`config.mk`:
```
export PLATFORM = sky130hd
export DESIGN_NAME = segre_mem_arbiter
export DESIGN_NICKNAME = d
export VERILOG_FILES = /design/src/rtl/segre_pkg.sv /design/src/rtl/segre_rr_picker.sv /design/src/rtl/segre_mem_arbiter.sv
export SDC_FILE = /design/constraint.sdc
export NUM_CORES = 1
export LEC_CHECK = 0
export BUFFER_PORTS_ARGS = -buffer_cell sky130_fd_sc_hd__buf_4
export CAP_MARGIN = 5
export CORE_AREA = 2 2 293 295
export CTS_BUF_LIST = sky130_fd_sc_hd__clkbuf_4 sky130_fd_sc_hd__clkbuf_8
export DETAILED_ROUTE_END_ITERATION = 6
export DIE_AREA = 0 0 295 297
export GPL_ROUTABILITY_DRIVEN = 0
export PLACE_DENSITY_LB_ADDON = 0.2
export SYNTH_ARGS = -nofsm -noshare
export SYNTH_HDL_FRONTEND = slang
export SYNTH_SLANG_ARGS = --single-unit
export TNS_END_PERCENT = 50
```
`constraint.sdc`:
```
create_clock -name clk_i -period 13.2 [get_ports clk_i]
set_input_delay 1.98 -clock clk_i [delete_from_list [all_inputs] [get_ports clk_i]]
set_output_delay 1.98 -clock clk_i [all_outputs]
set_load 0.02 [all_outputs]
```
`src/rtl/segre_pkg.sv`:
```
// Shared core definitions: memory geometry, access sizes and main-memory arbiter constants.
package segre_pkg;

    localparam int ADDR_SIZE             = 32;
    localparam int CACHE_LINE_SIZE_BYTES = 16;

    typedef enum logic [1:0] {
        BYTE = 2'b00,
        HALF = 2'b01,
        WORD = 2'b10
    } memop_data_type_e;

    typedef enum logic {
        ARB_IDLE = 1'b0,
        ARB_BUSY = 1'b1
    } arb_state_e;

    // Requesters sharing the main-memory port, in arbiter port order.
    localparam int MEM_ARB_PORTS = 3;
    localparam int MEM_PORT_IF   = 0;
    localparam int MEM_PORT_MEM  = 1;
    localparam int MEM_PORT_SB   = 2;

endpackage

```
`src/rtl/segre_rr_picker.sv`:
```
// Combinational rotating picker: first set request at or after ptr_i (wrapping modulo N),
// returned both one-hot and as an index. Shared by the core's arbiters.
module segre_rr_picker #(
    parameter int N     = 2,
    parameter int PTR_W = (N > 1) ? $clog2(N) : 1
) (
    input  logic [N-1:0]     req_i,
    input  logic [PTR_W-1:0] ptr_i,
    output logic [N-1:0]     gnt_o,
    output logic [PTR_W-1:0] idx_o,
    output logic             valid_o
);

    localparam int SUM_W = PTR_W + 1;

    logic [SUM_W-1:0] pos;

    // NOTE: every output gets a default before the scan so no path leaves one unassigned (no latch).
    always_comb begin
        gnt_o   = '0;
        idx_o   = '0;
        valid_o = 1'b0;
        pos     = '0;
        for (int i = 0; i < N; i++) begin
            pos = SUM_W'(ptr_i) + SUM_W'(i);
            if (pos >= SUM_W'(N)) pos = pos - SUM_W'(N);
            if (!valid_o && req_i[pos[PTR_W-1:0]]) begin
                valid_o                = 1'b1;
                idx_o                  = pos[PTR_W-1:0];
                gnt_o[pos[PTR_W-1:0]] = 1'b1;
            end
        end
    end

endmodule

```
`src/rtl/segre_mem_arbiter.sv`:
```
// N-port main-memory arbiter with registered launch, bus lock and lock idle timeout.
// Define SEGRE_MEM_ARB_FIXED_PRIO_EN for lowest-index-wins priority instead of round-robin.
module segre_mem_arbiter
    import segre_pkg::*;
#(
    parameter int N_PORTS      = 2,
    parameter int ADDR_W       = ADDR_SIZE,
    parameter int LINE_BYTES   = CACHE_LINE_SIZE_BYTES,
    parameter int LOCK_TIMEOUT = 15
) (
    input  logic                                 clk_i,
    input  logic                                 rst_i,
    input  logic [N_PORTS-1:0]                   req_rd_i,
    input  logic [N_PORTS-1:0]                   req_wr_i,
    input  logic [N_PORTS-1:0]                   req_lock_i,
    input  logic [N_PORTS-1:0][ADDR_W-1:0]       req_addr_i,
    input  memop_data_type_e [N_PORTS-1:0]       req_data_type_i,
    input  logic [N_PORTS-1:0][LINE_BYTES*8-1:0] req_wr_data_i,
    output logic [N_PORTS-1:0]                   req_ready_o,
    output logic [LINE_BYTES*8-1:0]              req_rd_data_o,
    output logic [N_PORTS-1:0]                   grant_o,
    output logic [ADDR_W-1:0]                    mem_addr_o,
    output logic                                 mem_rd_o,
    output logic                                 mem_wr_o,
    output memop_data_type_e                     mem_data_type_o,
    output logic [LINE_BYTES*8-1:0]              mem_wr_data_o,
    input  logic [LINE_BYTES*8-1:0]              mem_rd_data_i,
    input  logic                                 mem_ready_i
);

    localparam int PTR_W = $clog2(N_PORTS);
    localparam int CNT_W = $clog2(LOCK_TIMEOUT + 1);

    arb_state_e         state_q;
    logic [PTR_W-1:0]   owner_q;
    logic               lock_q;
    logic [CNT_W-1:0]   lock_cnt_q;

    logic [N_PORTS-1:0] req_any;
    logic [N_PORTS-1:0] pick_req;
    logic [N_PORTS-1:0] pick_gnt;
    logic [PTR_W-1:0]   pick_idx;
    logic [PTR_W-1:0]   pick_ptr;
    logic               pick_valid;
    logic               done;

    assign req_any  = req_rd_i | req_wr_i;
    // While locked, grant_o still names the owner, so masking with it restricts the pick to the owner.
    assign pick_req = lock_q ? (req_any & grant_o) : req_any;
    assign done     = (state_q == ARB_BUSY) && mem_ready_i;

    assign req_ready_o   = done ? grant_o : '0;
    assign req_rd_data_o = mem_rd_data_i;

`ifdef SEGRE_MEM_ARB_FIXED_PRIO_EN
    assign pick_ptr = '0;
`else
    logic [PTR_W-1:0] rr_ptr_q;
    logic [PTR_W-1:0] owner_next;

    // Explicit wrap keeps the pointer in range for non-power-of-two port counts.
    assign owner_next = (owner_q == PTR_W'(N_PORTS - 1)) ? '0 : owner_q + PTR_W'(1);
    assign pick_ptr   = rr_ptr_q;

    always_ff @(posedge clk_i or posedge rst_i) begin
        if (rst_i)     rr_ptr_q <= '0;
        else if (done) rr_ptr_q <= owner_next;
    end
`endif

    segre_rr_picker #(
        .N     (N_PORTS),
        .PTR_W (PTR_W)
    ) u_picker (
        .req_i   (pick_req),
        .ptr_i   (pick_ptr),
        .gnt_o   (pick_gnt),
        .idx_o   (pick_idx),
        .valid_o (pick_valid)
    );

    // NOTE: sequential state uses non-blocking assignments so every register samples pre-edge values.
    always_ff @(posedge clk_i or posedge rst_i) begin
        if (rst_i) begin
            state_q         <= ARB_IDLE;
            grant_o         <= '0;
            owner_q         <= '0;
            lock_q          <= 1'b0;
            lock_cnt_q      <= '0;
            mem_addr_o      <= '0;
            mem_rd_o        <= 1'b0;
            mem_wr_o        <= 1'b0;
            mem_data_type_o <= WORD;
            mem_wr_data_o   <= '0;
        end else begin
            case (state_q)
                ARB_IDLE: begin
                    if (pick_valid) begin
                        state_q         <= ARB_BUSY;
                        grant_o         <= pick_gnt;
                        owner_q         <= pick_idx;
                        lock_cnt_q      <= '0;
                        mem_addr_o      <= req_addr_i[pick_idx];
                        mem_rd_o        <= req_rd_i[pick_idx];
                        mem_wr_o        <= req_wr_i[pick_idx];
                        mem_data_type_o <= req_data_type_i[pick_idx];
                        mem_wr_data_o   <= req_wr_data_i[pick_idx];
                    end else if (lock_q) begin
                        lock_cnt_q <= lock_cnt_q + CNT_W'(1);
                        if (lock_cnt_q == CNT_W'(LOCK_TIMEOUT - 1)) begin
                            lock_q  <= 1'b0;
                            grant_o <= '0;
                        end
                    end
                end
                ARB_BUSY: begin
                    if (mem_ready_i) begin
                        state_q  <= ARB_IDLE;
                        mem_rd_o <= 1'b0;
                        mem_wr_o <= 1'b0;
                        lock_q   <= req_lock_i[owner_q];
                        if (!req_lock_i[owner_q]) grant_o <= '0;
                    end
                end
                default: state_q <= ARB_IDLE;
            endcase
        end
    end

endmodule
```
# --- Word level (Yosys, flattened, before mapping) ---
# Index checks and enable logic that the tools add are counted.
word_totals:
  in_bits: 461
  latchBits: 0
  wordCells: 98
  ram_bits: 0
  rom_bits: 0
  register_bits: 174
  output_inout_bits: 296
  mem_count: 0
op_classes:
  div_mod_pow: 0
  n_shift: 0
  magnitude_cmp: 8
  reduce_logical: 11
  n_addsub: 5
  multipliers: 0
  n_eq_ne: 7
  n_mux: 52
  n_bitwise: 4
ops:
  columns: ["operator", "n"]
  rows:
  - ["2-to-1 mux 128 bit", 2]
  - ["2-to-1 mux 32 bit", 2]
  - ["2-to-1 mux 1 bit", 28]
  - ["2-to-1 mux 2 bit", 11]
  - ["< comparator 1 x 2 -> 1 bit (second input constant)", 4]
  - ["2-to-1 mux 4 bit", 2]
  - ["!= test 2 bit (second input constant)", 4]
  - ["one-hot mux 1 bit (2 select lines)", 4]
  - ["AND reduction 2 bit", 4]
  - ["!= test 3 bit (second input constant)", 2]
  - ["adder 4 x 1 -> 4 bit (second input constant)", 1]
  - ["== test 4 bit (second input constant)", 1]
  - ["logical AND 1 bit", 4]
  - ["bitwise OR 2 bit", 2]
  - ["one-hot mux 2 bit (2 select lines)", 1]
  - ["AND reduction 4 bit", 1]
  - ["adder 1 x 1 -> 2 bit (second input constant)", 1]
  - ["bitwise AND 2 bit", 1]
  - ["demux 1 bit (select 1 bit)", 2]
  - ["greater-or-equal comparator 1 bit (second input constant)", 2]
  - ["greater-or-equal comparator 1 x 2 -> 1 bit (second input constant)", 1]
  - ["greater-or-equal comparator 2 bit (second input constant)", 1]
  - ["nonzero test 2 bit", 1]
  - ["subtractor 1 bit (second input constant)", 2]
  - ["other kinds (3)", 3]

# --- Depth between registers and ports, before layout ---
# Gate-level depths: netlist of the first run.
logic_depth:
  ltp_word: 13
  mapped_depth: 7
  mapped_depth_nobuf: 6

# --- Modules after synthesis ---
# A second synthesis of the first run with hierarchy kept.
hier_totals:
  hier_cells: 906
  hier_area_um2: 9080.0
modules_own_cells:
  columns: ["module", "instances", "area_per_inst_um2", "seq_area_each_um2", "cells_per_inst"]
  rows:
  - ["segre_mem_arbiter", 1, 9047.4, 4355.4, 901]
  - ["segre_rr_picker", 1, 32.5, 0.0, 5]

# --- Least setup slack after synthesis of the first run ---
# No wires, ideal clock.
synth_timing:
  path_type: "input -> output"
  startpoint: "input port mem_ready_i"
  endpoint: "output port req_ready_o[0]"
  path_slack_ps: 8994
  t_arrival_ps: 2226
  required_time_ps: 11220
  path_stages: 1
  n_path_buf: 0
  path_cell_list: "and3_1"
synth_via:
  elab_chain_len: 2
synth_lines:
  columns: ["item", "line", "text"]
  rows:
  - ["start: declaration", "segre_mem_arbiter.sv:28", "input logic mem_ready_i"]
  - ["logical AND 1 bit", "segre_mem_arbiter.sv:50", "assign done = (state_q == ARB_BUSY) && mem_ready_i;"]
  - ["2-to-1 mux 2 bit", "segre_mem_arbiter.sv:52", "assign req_ready_o = done ? grant_o : '0;"]
  - ["end: declaration", "segre_mem_arbiter.sv:19", "output logic [N_PORTS-1:0] req_ready_o,"]
# Every way passes these cells.

# --- Final worst setup path of the first run ---
layout_timing:
  startpoint: "input port req_wr_i[0]"
  endpoint: "register mem_wr_data_o[110]"
layout_via:
  elab_chain_len: 11
  elab_cells_between_ends: 16
  cone_classes: "11 x mux; 2 x bitwise; 3 x reduce/logical"
layout_lines:
  columns: ["item", "line", "text"]
  rows:
  - ["start: declaration", "segre_mem_arbiter.sv:14", "input logic [N_PORTS-1:0] req_wr_i,"]
  - ["bitwise OR 2 bit (*)", "segre_mem_arbiter.sv:47", "assign req_any = req_rd_i | req_wr_i;"]
  - ["bitwise AND 2 bit", "segre_mem_arbiter.sv:49", "assign pick_req = lock_q ? (req_any & grant_o) : req_any;"]
  - ["2-to-1 mux 2 bit (*)", "segre_mem_arbiter.sv:49", null]
  - ["2-to-1 mux 1 bit (implied by the code) (2 in series)", "segre_rr_picker.sv:27", "if (!valid_o && req_i[pos[PTR_W-1:0]]) begin"]
  - ["2-to-1 mux 1 bit", "segre_rr_picker.sv:27", null]
  - ["zero test 1 bit", "segre_rr_picker.sv:27", null]
  - ["logical AND 1 bit", "segre_rr_picker.sv:27", null]
  - ["2-to-1 mux 1 bit", "segre_rr_picker.sv:27", null]
  - ["2-to-1 mux 128 bit (implied by the code) (2 in series)", "segre_mem_arbiter.sv:107", "mem_wr_data_o <= req_wr_data_i[pick_idx];"]
  - ["end signal: assignment", "segre_mem_arbiter.sv:107", null]
  - ["end: declaration", "segre_mem_arbiter.sv:26", "output logic [LINE_BYTES*8-1:0] mem_wr_data_o,"]
# Mark *: on every way between the ends. The rest lies on a longest branch, timed or not. The select of a mux whose other input is x is not followed.
# A chain may end at the register's enable or synchronous reset.

==> impl_summary.log, run 1 <==
[metrics] run status: completed
[metrics] setup repair after global routing missed its margin: false
[metrics] number of levels the H-tree was split into: 4
[metrics] worst setup path category: input port to flop
[metrics] register-to-register path setup slack: 9.47 ns
[metrics] horizontal die dimension: 295 µm
[metrics] wire length of the first global-routing pass: 62.47 mm
[metrics] clock tree skew after final layout: 0.01154 ns
[metrics] CTS tree: built
[metrics] count of endpoints failing hold in the final timing report: 0
[metrics] post-synthesis cell type with the largest combined area: dfrtp_1
[metrics] crit-path max cell delay: 0.83 ns
[metrics] Hold Buf Count CTS: 0
[metrics] cell-by-cell trace of the critical path: buf_4 > nor2_1 > o2bb2ai_4 > and2_4 > buf_4 > buf_4 > a31oi_1
[metrics] synth top area cells: dfrtp_1 (47%), nand2_1 (14%), a31oi_1 (11%), buf_4 (11%), a21oi_1 (8.9%)
[metrics] cell area after synthesis: 9122 µm²
[metrics] Mapped Cells: 1095
[metrics] per-cell routed wire length: 16.89 µm
[metrics] count of input and output buffers: 500
[metrics] data required time at the worst endpoint: 13.60 ns
[metrics] max_slew headroom: 0.3242
[metrics] worst hold path class: flop to flop
[metrics] fraction of registers with async set or reset after synthesis: 1.000
[metrics] count of state elements after synthesis: 174
[metrics] DRC marker count from the first detailed-route iteration: 458
[metrics] post-synth top area share: 0.4746
[metrics] height of the die: 297 µm
[metrics] core region area: 84480 µm²
[metrics] predominant post-synthesis flop cell: dfrtp_1
[metrics] Tmin final: 4.705 ns
[metrics] final setup fails: 0
[metrics] crit path capture type: flop
[metrics] maximum number of buffers from clock root to sink: 2
[metrics] via count of the first global-routing pass: 9326
[metrics] count of final max-slew check failures: 0
[metrics] Most common cell on crit path: buf_4
[metrics] post-DP HPWL: 30.18 mm
[metrics] global route total overflow: 0
[metrics] number of nets produced by synthesis: 1558
[metrics] fmax: 212.5 MHz
[metrics] minimum hold slack: 0.5096 ns
[metrics] Hold Crit Depth: 1
[metrics] critical path arrival: 5.11 ns
[metrics] initial standard-cell utilization of the core: 0.1080
[metrics] routed via count: 9175
[metrics] cell at the root of the clock tree: clkbuf_8
[metrics] number of iterations in the first detailed-routing pass: 7
[metrics] I/O pin cnt: 757
[metrics] VDD IR-drop max: 0.0001308 V
[metrics] final net count: 1868
[metrics] largest net degree at the start of global routing: 163
[metrics] distinct cell type count of the synthesized netlist: 34
[metrics] source-to-sink clock delay at the later pin of the worst-skew pair: 0.58 ns
[metrics] total negative setup slack: 0 ns
[metrics] sequential share of the synthesized area: 0.4774
[metrics] CP max FO: 75
[metrics] number of antenna violations at the first check in global routing: 3
[metrics] Avg Synthesized Cell Area: 8.331 µm²
[metrics] DRC viols: 0
[metrics] total design power: 3.345 mW
[metrics] number of instances resized during post-cts repair: 0
[metrics] Antenna Violating Nets Remaining: 0
[metrics] Post-synth EDFFs: 0
[metrics] number of buffers created by CTS: 17
[metrics] nature of the critical path startpoint: input port
[metrics] row cnt: 107
[metrics] Die Area: 87620 µm²
[metrics] Synthesis Warnings: 0
[metrics] power density over the cells: 248.2 nW/µm²
[metrics] GRT Overall Usage: 0.09592
[metrics] share of the clock period used by the worst path: 0.3564
[metrics] Slowest-stage cell, CP: buf_4
[metrics] max-cap check violation count: 0
[metrics] number of buffers added for setup after CTS: 0
[metrics] path depth of the worst reg2reg path: 6
[metrics] vias per std cell: 3.576
[metrics] layout overhead on the synthesized area: 47.72%
[metrics] proportion of layout cells with a drive suffix above 1: 0.3879
[metrics] clock input transition at the sequential cells of the worst setup and hold paths: 0.11 ns
[metrics] number of clock sinks: 174
[metrics] routed wire length: 43.33 mm
[metrics] slew of the pin with the lowest slew margin: 1.014 ns
[metrics] standby leakage power: 5.923 nW
area by class of cell:
cell class	instances	area, µm²
Fill cell	9649	71000
Clock inverter	15	155.1
Clock buffer	17	234.0
Antenna cell	4	10.01
Inverter	5	31.28
Timing Repair Buffer	510	3841
Multi-Input combinational cell	697	3417
Sequential cell	174	4355
Tap cell	1144	1431
kinds of logic (layout without fill, tap and decap cells):
kind of cell,after synthesis,after routing,synth area share
buf+inv,224,547,0.1509
flops,174,174,0.4774
simple gates,347,347,0.1462
fa+ha+maj,2,2,0.002743
other cells,0,4,0
xor+xnor,3,3,0.002881
compound gates,344,344,0.2188
mux,1,1,0.001097
registers in the layout (all words and copies together) (netlist names):
register / count
grant_o: 2
mem_addr_o: 32
state_q: 1
lock_cnt_q: 4
mem_wr_data_o: 128
owner_q: 1
pick_ptr: 1
mem_data_type_o: 2
mem_wr_o: 1
mem_rd_o: 1
lock_q: 1
metrics by stage:
step	utilization	cells	setup slack, ns	area, µm²
after global placement	0.1548	2530	7.821	13080
after global routing	0.1595	2565	8.222	13470
after CTS	0.1594	2562	8.401	13470
after floorplan	-	1095	6.505	9123
after detailed placement	0.1548	2530	7.696	13080
final	0.1595	2566	8.495	13480
path summary, 6_finish.rpt:
check / end / start
setup / recovery: mem_wr_data_o[110] / req_wr_i[0]
hold / removal: mem_rd_o / mem_rd_o
setup reg to reg: mem_wr_data_o[110] / lock_q
hold reg to reg: mem_rd_o / mem_rd_o
max in group asynchronous: mem_wr_data_o[73] / rst_i
min in group asynchronous: mem_wr_data_o[36] / rst_i
worst max-delay path, delay by kind of cell:
kind | cells | cell delay [ns]
and+or+nand+nor | 2 | 0.58
buffers and inverters | 3 | 1.63
AOI/OAI and AO/OA | 2 | 0.82
power breakdown:
group | switching (mW) | total, mW | leakage (nW) | internal [mW]
sequential | 0.175 | 0.985 | 1.97 | 0.810
combinational | 1.25 | 1.95 | 3.77 | 0.703
clock | 0.265 | 0.405 | 0.186 | 0.140
routing by layer:
| layer | up-vias | wire length, µm | GRT usage |
|---|---|---|---|
| met5 | - | 0 | 0 |
| met4 | 0 | 1259 | 0.04349 |
| met3 | 85 | 3483 | 0.03400 |
| met2 | 399 | 21250 | 0.1575 |
| met1 | 4431 | 17340 | 0.1113 |
| li1 | 4260 | - | - |
synth_stat cells, types with 2 or more instances:
cell,number
a21oi_1,163
a22o_1,3
a22oi_1,2
a31oi_1,163
and3_1,2
buf_2,41
buf_4,129
clkbuf_1,49
dfrtp_1,173
ha_1,2
inv_1,5
nand2_1,329
nand2b_1,3
nand3_1,2
nor2_1,5
o21ai_0,4
o2bb2ai_1,2
xor2_1,2
cell usage in the layout, fill, tap and decap left out, drive strengths merged:
cell type / synthesis / final
xor2: 2 / 2
nand3: 2 / 2
o2bb2ai: 3 / 3
o22ai: 1 / 1
or2: 1 / 1
clkbuf: 49 / 17
a21oi: 163 / 163
nand4: 1 / 1
xnor2: 1 / 1
a22o: 3 / 3
clkinv: 0 / 6
diode: 0 / 4
ha: 2 / 2
nand2b: 3 / 3
nor3: 1 / 1
a31oi: 163 / 163
nor2: 5 / 5
o21ai: 4 / 4
nand2: 329 / 329
and3: 2 / 2
o311ai: 2 / 2
and2: 1 / 1
inv: 5 / 11
o21bai: 1 / 1
mux2i: 1 / 1
nor2b: 2 / 2
o311a: 1 / 1
o211ai: 1 / 1
dfrtp: 173 / 173
buf: 170 / 510
a22oi: 2 / 2
clkinvlp: 0 / 3
dfstp: 1 / 1
Power figures use the tool's default switching activity.
==> run 2: changes to the inputs <==
Settings changed: ABC_AREA from default to 1, CORE_AREA 2 2 293 295 to 2 2 292 294, DIE_AREA 0 0 295 297 to 0 0 294 296.
Clock period 13.2 ns to 3.9 ns, I/O delays scaled along.
==> impl_summary.log, run 2 <==
[metrics] run status: completed (unchanged)
[metrics] source-to-sink clock delay at the later pin of the worst-skew pair: 0.55 ns (was 0.58 ns)
[metrics] I/O pin cnt: 757 (unchanged)
[metrics] DRC viols: 0 (unchanged)
[metrics] post-DP HPWL: 33.09 mm (was 30.18 mm)
[metrics] number of clock sinks: 174 (unchanged)
[metrics] cell with the most instances after synthesis: nand2_1 (unchanged)
[metrics] crit path capture type: flop (unchanged)
[metrics] worst setup path category: flop to flop (was input port to flop)
[metrics] Avg Synthesized Cell Area: 7.332 µm² (was 8.331 µm²)
[metrics] Mapped Cells: 1442 (was 1095)
[metrics] proportion of layout cells with a drive suffix above 1: 0.3128 (was 0.3879)
[metrics] routed wire length: 45.29 mm (was 43.33 mm)
[metrics] Hold Buf Count CTS: 0 (unchanged)
[metrics] most common cell after layout, fill and taps aside: nand2_1 (was buf_4)
[metrics] count of state elements after synthesis: 174 (unchanged)
[metrics] layout overhead on the synthesized area: 40.72% (was 47.72%)
[metrics] critical path's top delay family: simple AND/OR/NAND/NOR gates (was buffers and inverters)
[metrics] worst hold path class: input port to async pin (was flop to flop)
[metrics] Post-synth EDFFs: 0 (unchanged)
[metrics] post-synthesis cell type with the largest combined area: dfrtp_1 (unchanged)
[metrics] Slowest-stage cell, CP: dfrtp_1 (was buf_4)
[metrics] Most common cell on crit path: nand2_1 (was buf_4)
[metrics] register with the most flip-flops: mem_wr_data_o (unchanged)
[metrics] clock tree skew after final layout: 0.01394 ns (was 0.01154 ns)
[metrics] GRT Overall Usage: 0.1017 (was 0.09592)
[metrics] number of buffers added for setup after CTS: 0 (unchanged)
[metrics] power density over the cells: 783.1 nW/µm² (was 248.2 nW/µm²)
[metrics] crit-path max cell delay: 0.46 ns (was 0.83 ns)
[metrics] setup repair after global routing missed its margin: false (unchanged)
[metrics] synth cell count leaders: nand2_1 (573), nand3_1 (174), dfrtp_1 (173) (was nand2_1 (329), dfrtp_1 (173), a21oi_1 (163), a31oi_1 (163), buf_4 (129))
[metrics] total design power: 11.65 mW (was 3.345 mW)
[metrics] sequential share of the synthesized area: 0.4120 (was 0.4774)
[metrics] standby leakage power: 8.026 nW (was 5.923 nW)
[metrics] cell-by-cell trace of the critical path: nand2_1 > nand2_1 > nand2_1 > nand2_8 > inv_6 > buf_12 > nand3_1 > nand2_1 (was buf_4 > nor2_1 > o2bb2ai_4 > and2_4 > buf_4 > buf_4 > a31oi_1)
[metrics] distinct cell type count of the synthesized netlist: 21 (was 34)
[metrics] fmax: 437.2 MHz
[metrics] share of the clock period used by the worst path: 0.5865
[metrics] Antenna Violating Nets Remaining: 0 (unchanged)
[metrics] count of final max-slew check failures: 0 (unchanged)
[metrics] max reg flops: 128 (unchanged)
[metrics] per-cell routed wire length: 15.82 µm (was 16.89 µm)
[metrics] number of nets produced by synthesis: 1905 (was 1558)
[metrics] post-synth top area share: 0.4095 (was 0.4746)
[metrics] VDD IR-drop max: 0.0003291 V (was 0.0001308 V)
[metrics] CP max FO: 72 (was 75)
[metrics] Tmin final: 2.287 ns
[metrics] CTS tree: built (unchanged)
[metrics] fraction of registers with async set or reset after synthesis: 1.000 (unchanged)
[metrics] number of buffers created by CTS: 17 (unchanged)
[metrics] predominant post-synthesis flop cell: dfrtp_1 (unchanged)
[metrics] critical path arrival: 2.78 ns (was 5.11 ns)
[metrics] routed via count: 10250 (was 9175)
[metrics] number of levels the H-tree was split into: 4 (unchanged)
[metrics] final net count: 2221 (was 1868)
[metrics] DRC marker count from the first detailed-route iteration: 356 (was 458)
[metrics] final non-filler cell area: 14880 µm² (was 13480 µm²)
[metrics] data required time at the worst endpoint: 4.39 ns (was 13.60 ns)
[metrics] max-cap check violation count: 0 (unchanged)
[metrics] number of fillers in the final layout: 9610 (was 9649)
[metrics] via count of the first global-routing pass: 10660 (was 9326)
[metrics] count of input and output buffers: 500 (unchanged)
[metrics] placed instance area: 14460 µm² (was 13080 µm²)
[metrics] horizontal die dimension: 294 µm (was 295 µm)
[metrics] global route total overflow: 0 (unchanged)
[metrics] count of endpoints failing hold in the final timing report: 0 (unchanged)
[metrics] cell area after synthesis: 10570 µm² (was 9122 µm²)
[metrics] largest net degree at the start of global routing: 95 (was 163)
[metrics] core region area: 84210 µm² (was 84480 µm²)
[metrics] synth top area cells: dfrtp_1 (41%), nand2_1 (20%), buf_4 (9.6%), nand3b_1 (9.6%), nand3_1 (8.2%) (was dfrtp_1 (47%), nand2_1 (14%), a31oi_1 (11%), buf_4 (11%), a21oi_1 (8.9%))
[metrics] clock input transition at the sequential cells of the worst setup and hold paths: 0.11 ns (about the same)
[metrics] vias per std cell: 3.581 (was 3.576)
[metrics] number of antenna violations at the first check in global routing: 1 (was 3)
[metrics] leading cell types in the layout, fill and taps excluded: nand2_1 (572), buf_4 (505), nand3_1 (174) (was buf_4 (509), nand2_1 (329), dfrtp_1 (173))
[metrics] height of the die: 296 µm (was 297 µm)
[metrics] cell at the root of the clock tree: clkbuf_8 (unchanged)
[metrics] number of iterations in the first detailed-routing pass: 4 (was 7)
[metrics] row cnt: 107 (unchanged)
[metrics] wire length of the first global-routing pass: 66.56 mm (was 62.47 mm)
[metrics] nature of the critical path startpoint: flop (was input port)
[metrics] maximum number of buffers from clock root to sink: 2 (unchanged)
[metrics] CP Buf/Inv Count: 2 (was 3)
[metrics] max_slew headroom: 0.4967 (was 0.3242)
[metrics] slew of the pin with the lowest slew margin: 0.7549 ns (was 1.014 ns)
[metrics] Largest regs: mem_wr_data_o (128), mem_addr_o (32), lock_cnt_q (4) (unchanged)
[metrics] number of instances resized during post-cts repair: 0 (unchanged)
[metrics] total negative setup slack: 0 ns (unchanged)
[metrics] Synthesis Warnings: 0 (unchanged)
[metrics] final setup fails: 0 (unchanged)
[metrics] Die Area: 87020 µm² (was 87620 µm²)
[metrics] initial standard-cell utilization of the core: 0.1256 (was 0.1080)
-- run 2: cell count changes in the layout (fill, tap and decap cells not counted), moves of 4 or more --
cell	delta
a31oi_1	-163
nand3b_1	+135
nand2_1	+243
buf_4	-4
a21oi_1	-162
buf_12	+9
inv_1	+142
nand3_1	+172
-- run 2: logic make-up (layout without fill, tap and decap cells) --
group / after synthesis / in the layout / share of synthesized area
AND/OR/NAND/NOR: 893 / 893 / 0.3869
AO/OA/AOI/OAI: 5 / 5 / 0.002603
adder cells (fa/ha/maj): 2 / 2 / 0.002366
buffers and inverters: 366 / 695 / 0.1946
flip-flops: 174 / 174 / 0.4120
other: 0 / 1 / 0
XOR/XNOR: 2 / 2 / 0.001657
-- run 2: metal layers --
layer	share of wire	GRT usage	wire, µm
met1	0.39	0.1135	17870
met2	0.49	0.1725	22120
met3	0.085	0.03890	3841
met4	0.032	0.04343	1452
met5	0	0	0
-- run 2: through the flow --
| step | std cells | util | setup WS (ns) | hold WS, ns |
|---|---|---|---|---|
| 3_3_place_gp | 2829 | 0.1717 | 1.293 | 0.4605 |
| 4_1_cts | 2861 | 0.1766 | 1.567 | 0.1270 |
| 6_report | 2862 | 0.1767 | 1.613 | 0.1395 |
| 5_1_grt | 2862 | 0.1767 | 1.375 | 0.1524 |
| 2_1_floorplan | 1442 | - | 1.091 | 0.4660 |
| 3_5_place_dp | 2829 | 0.1717 | 1.303 | 0.4651 |
-- run 2: where the power goes --
group | internal [mW] | leakage (nW) | switching, mW
combinational | 2.48 | 5.70 | 4.45
sequential | 2.73 | 2.12 | 0.551
clock | 0.616 | 0.210 | 0.831
total | 5.82 | 8.03 | 5.83
-- run 2: layout make-up --
class                      count  area (µm²)  area share
clock inverter                13       152.6     0.01026
inverter                     148       569.3     0.03826
timing repair buffer         515        3991      0.2683
tap                         1090        1364     0.09167
clock buffer                  19       261.5     0.01758
multi-input combinational    902        4182      0.2811
antenna                        1       2.502   0.0001682
sequential                   174        4355      0.2927
-- run 2: worst min-delay path: stages --
cell        delay (ns)
buf_4             0.12
clkinvlp_4        0.10
buf_12            0.32
-- run 2: path summary, 6_finish.rpt --
check                                   start            endpoint  slack [ns]  cells after the start
max in group asynchronous               rst_i   mem_wr_data_o[65]        3.18                      3
min in group clk_i              req_addr_i[8]       mem_addr_o[8]        0.31                      5
hold / removal                          rst_i       mem_addr_o[3]        0.14                      3
setup reg to reg                       lock_q  mem_wr_data_o[108]        1.61                      8
setup / recovery                       lock_q  mem_wr_data_o[108]        1.61                      8
hold reg to reg            mem_data_type_o[1]  mem_data_type_o[1]        0.48                      2
